===== config.mk =====
export PLATFORM = sky130hd
export DESIGN_NAME = uart_tx_arbiter
export DESIGN_NICKNAME = d
export VERILOG_FILES = /design/src/rtl/uart_tx_arbiter_pkg.sv /design/src/rtl/uart_tx_arbiter_rr_picker.sv /design/src/rtl/uart_tx_arbiter.sv
export SDC_FILE = /design/constraint.sdc
export NUM_CORES = 1
export LEC_CHECK = 0
export CAP_MARGIN = 10
export CORE_MARGIN = 5
export CORE_UTILIZATION = 54
export DETAILED_ROUTE_END_ITERATION = 8
export DONT_BUFFER_PORTS = 1
export GPL_TIMING_DRIVEN = 0
export HOLD_SLACK_MARGIN = 0.1
export MAX_ROUTING_LAYER = met4
export PLACE_DENSITY = 0.79
export SKIP_LAST_GASP = 1
export SLEW_MARGIN = 20
export SYNTH_ARGS = -nofsm -noshare
export SYNTH_HDL_FRONTEND = slang
export SYNTH_SLANG_ARGS = --single-unit

===== constraint.sdc =====
create_clock -name baud -period 2.4 [get_ports baud]
set_input_delay 0.72 -clock baud [delete_from_list [all_inputs] [get_ports baud]]
set_output_delay 0.72 -clock baud [all_outputs]
set_load 0.005 [all_outputs]

===== src/rtl/uart_tx_arbiter_pkg.sv =====
// uart_tx_arbiter_pkg: shared constants and state encodings for the uart tx arbiter
package uart_tx_arbiter_pkg;
    localparam int NUM_DATA_BITS = 8;
    localparam int BYTE_PERIOD = NUM_DATA_BITS + 4;
    typedef enum logic [1:0] {ST_IDLE, ST_ACCEPT, ST_WAIT_DONE} arb_state_t;
endpackage


===== src/rtl/uart_tx_arbiter_rr_picker.sv =====
// rr_picker: first asserted request at or after ptr, searching upward modulo NUM_REQ
module rr_picker
    import uart_tx_arbiter_pkg::*;
#(
    parameter int NUM_REQ = 4,
    localparam int IW = $clog2(NUM_REQ)
) (
    input  logic [NUM_REQ-1:0] req,
    input  logic [IW-1:0]      ptr,
    output logic [IW-1:0]      winner,
    output logic               found
);
    logic [IW-1:0] idx;
    // descending scan so the candidate closest to ptr is the one left standing
    always_comb begin
        winner = '0;
        found = 1'b0;
        idx = '0;
        for (int k = NUM_REQ - 1; k >= 0; k--) begin
            idx = IW'((int'(ptr) + k) % NUM_REQ);
            winner = req[idx] ? idx : winner;
            found = found | req[idx];
        end
    end
endmodule


===== src/rtl/uart_tx_arbiter.sv =====
// uart_tx_arbiter: round-robin, message-atomic sharing of one uart_tx between requesters
module uart_tx_arbiter
    import uart_tx_arbiter_pkg::*;
#(
    parameter int NUM_REQ = 4,
    parameter int DATA_BITS = NUM_DATA_BITS,
    parameter int ACCEPT_TIMEOUT = 4,
    localparam int IW = $clog2(NUM_REQ)
) (
    input  logic                         baud,
    input  logic                         rst_n,
    input  logic [NUM_REQ-1:0]           req_valid,
    input  logic [NUM_REQ-1:0]           req_last,
    input  logic [NUM_REQ*DATA_BITS-1:0] req_data,
    output logic [NUM_REQ-1:0]           req_ready,
    output logic [IW-1:0]                grant_id,
    output logic                         arb_busy,
    output logic [15:0]                  bytes_sent,
    output logic                         err_timeout,
    output logic                         err_uart,
    output logic                         uart_enable,
    output logic                         uart_write,
    output logic [DATA_BITS-1:0]         uart_data,
    input  logic                         uart_done,
    input  logic                         uart_busy,
    input  logic                         uart_error
);
    localparam int CW = $clog2(ACCEPT_TIMEOUT + 1);
    arb_state_t state, state_nxt;
    logic [IW-1:0] rr, winner, nxt_id;
    logic [CW-1:0] cnt;
    logic [NUM_REQ-1:0] cand;
    logic lock, last_flag, found, issue, timed_out, done_hit;
    // while a message is locked only its owner may be picked
    assign cand = lock ? (req_valid & (NUM_REQ'(1) << grant_id)) : req_valid;
    assign nxt_id = (grant_id == IW'(NUM_REQ - 1)) ? '0 : grant_id + 1'b1;
    rr_picker #(.NUM_REQ(NUM_REQ)) u_pick (
        .req    (cand),
        .ptr    (rr),
        .winner (winner),
        .found  (found)
    );
    // next-state and handshake events
    always_comb begin
        issue = (state == ST_IDLE) && found && uart_enable && !uart_busy;
        timed_out = (state == ST_ACCEPT) && !uart_busy && (cnt == CW'(ACCEPT_TIMEOUT - 1));
        done_hit = (state == ST_WAIT_DONE) && uart_done;
        state_nxt = issue ? ST_ACCEPT :
                    (state == ST_ACCEPT && uart_busy) ? ST_WAIT_DONE :
                    (timed_out || done_hit) ? ST_IDLE : state;
    end
    // state register
    always_ff @(posedge baud) begin
        if (!rst_n) state <= ST_IDLE;
        else state <= state_nxt;
    end
    // datapath, lock/pointer bookkeeping and status outputs
    always_ff @(posedge baud) begin
        if (!rst_n) begin
            rr <= '0;
            lock <= 1'b0;
            last_flag <= 1'b0;
            cnt <= '0;
            req_ready <= '0;
            grant_id <= '0;
            arb_busy <= 1'b0;
            bytes_sent <= '0;
            err_timeout <= 1'b0;
            err_uart <= 1'b0;
            uart_enable <= 1'b0;
            uart_write <= 1'b0;
            uart_data <= '0;
        end else begin
            uart_enable <= 1'b1;
            uart_write <= issue;
            req_ready <= issue ? (NUM_REQ'(1) << winner) : '0;
            err_uart <= err_uart | uart_error;
            cnt <= (state == ST_ACCEPT) ? cnt + 1'b1 : '0;
            if (issue) begin
                uart_data <= req_data[winner*DATA_BITS +: DATA_BITS];
                grant_id <= winner;
                lock <= ~req_last[winner];
                last_flag <= req_last[winner];
                arb_busy <= 1'b1;
            end
            if (timed_out) begin
                err_timeout <= 1'b1;
                lock <= 1'b0;
                rr <= nxt_id;
                arb_busy <= 1'b0;
            end
            if (done_hit) begin
                bytes_sent <= bytes_sent + 16'd1;
                if (last_flag) begin
                    lock <= 1'b0;
                    rr <= nxt_id;
                    arb_busy <= 1'b0;
                end
            end
        end
    end
endmodule


==> impl_metrics.csv <==
group,metric,value,unit
worst_setup_path,cp.required,2.57,ns
layout,nFillCells,385,
worst_setup_path,start_kind,"flip-flop",
clocking,cts_buffers,5,
clocking,root_buffer,"clkbuf_8",
floorplan,die_w,75.61,um
routing,via_per_inst,5.816,
layout,final_area,2522,um^2
yosys,syn-cell-area,2325,um^2
clocking,worstSkewPairLatency,0.30,ns
yosys,syn_nets,297,
worst_setup_path,r2r_slack,0.15,ns
floorplan,io_pins,80,
yosys,synth_area_per_cell,9.489,um^2
pwr,p_per_area,581.2,nW/um^2
yosys,yosysSeqAreaShare,37.89,%
layout,final_nets,305,
timing,setup_viol,0,
worst_setup_path,cp_max_fo,10,
pwr,p_sw_share,26.02,%
grt,grt_pass1_vias,1694,
worst_setup_path,endpoint_kind,"flip-flop",
min_path,min_path_type,"reg2reg",
layout,area_growth,8.504,%
floorplan,die_area,5717,um^2
timing,slew_headroom,63.26,%
timing,slew_viol_final,0,
pwr,p_int,1.085,mW
floorplan,start_util,56.89,%
pwr,clockPowerShare,32.8,%
timing,max_freq,0.4450,GHz
clocking,clk_path_buf_depth,2,
grt,grt_pass1_wl,7672,um
yosys,synth-main-ff-cell,"dfxtp_1",
pwr,p_leak,0.9726,nW
yosys,syn_inst,245,
routing,drc_errors,0,
grt,grt-ovfl-total,0,
timing,min_period,2.247,ns
pwr,peakVddDrop,0.4444,mV
routing,wirelength,4803,um
timing,fin_crit_sh,93.63,%
floorplan,fp.coreArea,4086,um^2
layout,drive_above_1_share,14.17,%
timing,finalHoldViolations,0,
routing,drtIter0Drc,52,
place,dp_cells,295,
clocking,cts_num_sinks,44,
clocking,h-tree-depth,2,
place,portBuffers,0,
yosys,synthArstFlopShare,0,%
layout,insertedDiodeCount,0,
place,pre_cts_slack,-0.05589,ns
place,dp_hpwl,3764,um
timing,tightest_slew,0.5468,ns
place,gp_routability_congestion,0.8319,
timing,setup_ws,0.1530,ns
worst_setup_path,path_class,"reg2reg",
yosys,synth-edff-count,0,
routing,first_pass_iters,4,
grt,antenna_found_initial,0,
layout,post-route-util,61.73,%
floorplan,rows,23,
timing,setup_tns,0,ns
flow_run,drv_cap,0,
routing,wl_per_cell,15.80,um
pwr,total_power,1.466,mW
pwr,p_comb_share,13.9,%
routing,postRouteAntennaNets,0,
worst_setup_path,worstPathArrival,2.42,ns
pwr,p_seq_share,53.3,%
yosys,synth-seq-cells,44,
floorplan,die_h,75.61,um
status,outcome,"finished clean",
place,postPlaceCellArea,2387,um^2
clocking,clk_pin_slew,0.08,ns
grt,track_usage,17.91,%
pwr,power_switching,0.3814,mW
grt,grt_max_degree,14,
layout,final_cells,304,
clocking,cts_tree,"yes",
yosys,synth_cell_types,54,
clocking,hold_buffers,0,
timing,worst_clock_skew,0.004822,ns
yosys,yosys_warnings,0,
timing,whs,0.4382,ns
routing,vias,1768,
==> per-layer routing <==
layer  vias up  GRT usage [%]  wire, um
met1       825          22.29      1916
li1        889              -         -
met4         0          3.883        38
met5         -              -         0
met2        50          28.57      2429
met3         4          5.673       419
==> power groups by stage <==
stage,clock [mW],sequential [mW],combinational (mW)
2_1_floorplan,0,0.790,0.166
3_5_place_dp,0,0.798,0.198
4_1_cts,0.489,0.782,0.199
5_1_grt,0.535,0.786,0.226
6_report,0.481,0.782,0.204
3_3_place_gp,0,0.798,0.193
==> what timing repair did <==
action	CTS	global route
gates resized for setup	1	8
setup buffers	0	1
pin swaps	0	1
endpoints found under the setup margin	8	13
hold endpoints to repair	0	0
==> worst paths after layout <==
kind	startpoint	to	depth (start not counted)
max	grant_id[1]	uart_data[2]	10
min	cnt[0]	cnt[0]	1
max reg2reg	grant_id[1]	uart_data[2]	10
min reg2reg	cnt[0]	cnt[0]	1
==> cell usage in the layout (no fill, tap or decap), types with 2 or more instances in the layout <==
cell type	count
nor2_2	3
nand2b_1	2
and3_1	2
a21oi_1	4
nand2_1	20
buf_4	3
nand3b_1	2
a21oi_2	3
clkbuf_4	2
xnor2_1	11
o21a_1	4
nand3_1	13
dfxtp_1	42
clkbuf_1	3
inv_1	10
nor2_1	10
o211a_1	2
nand4_1	2
o221ai_1	9
nor2b_1	4
o211ai_1	2
a21boi_0	6
dfxtp_2	2
or3_1	5
xor2_1	2
clkbuf_8	6
mux2i_1	25
buf_6	3
o21ai_0	4
ha_1	6
and2_1	15
==> Yosys cell counts, types with 2 or more instances <==
cell      count  area, um^2
dfxtp_1      44       880.8
mux2i_1      26       260.3
nand2_1      20       75.07
and2_1       15       93.84
nand3_1      13       65.06
xnor2_1      11       96.34
inv_1        10       37.54
nor2_1       10       37.54
o221ai_1      9       78.83
ha_1          7       87.58
a21boi_0      6       45.04
a21oi_1       5       25.02
or3_1         5       31.28
nor2b_1       4       25.02
o21a_1        4       30.03
o21ai_0       4       20.02
buf_6         3       33.78
nor2_2        3       18.77
a21oi_2       2       17.52
and3_1        2       12.51
buf_4         2       15.01
clkbuf_1      2       7.510
nand2b_1      2       12.51
nand3b_1      2       15.01
nand4_1       2       12.51
o211a_1       2       20.02
o211ai_1      2       15.01
xor2_1        2       17.52
==> cells by family (layout without fill, tap and decap cells) <==
kind of cell	count (synthesis)	count (layout)	share of synthesized area [%]
buf+inv	22	31	5.112
xor+xnor	13	13	4.898
fa+ha+maj	7	7	3.767
flops	44	44	37.89
mux	26	26	11.19
simple gates	83	83	18.73
compound gates	50	50	18.41
==> registers in the layout, indices dropped and copies added, names as in the netlist <==
name,count
arb_busy,1
bytes_sent,16
cnt,3
err_timeout,1
err_uart,1
grant_id,2
last_flag,1
lock,1
req_ready,4
rr,2
state,2
uart_data,8
uart_enable,1
uart_write,1
==> critical path: stages, from the launching register on <==
cell	delay (ns)
dfxtp_2	0.39
inv_1	0.08
ha_1	0.21
a22oi_2	0.23
o2111ai_2	0.16
and4b_1	0.24
clkbuf_4	0.16
and2_1	0.21
nand3_1	0.09
clkbuf_4	0.20
o221ai_1	0.14
==> final cells by class <==
class | instances | area (um^2) | area share (%)
multi-input combinational | 179 | 1354 | 53.67
sequential | 44 | 883.3 | 35.02
clock buffer | 7 | 86.33 | 3.423
buffer | 11 | 80.08 | 3.175
tap | 50 | 62.56 | 2.480
inverter | 11 | 41.29 | 1.637
clock inverter | 1 | 7.507 | 0.2976
timing repair buffer | 1 | 7.507 | 0.2976
Power figures use the tool's default switching activity.
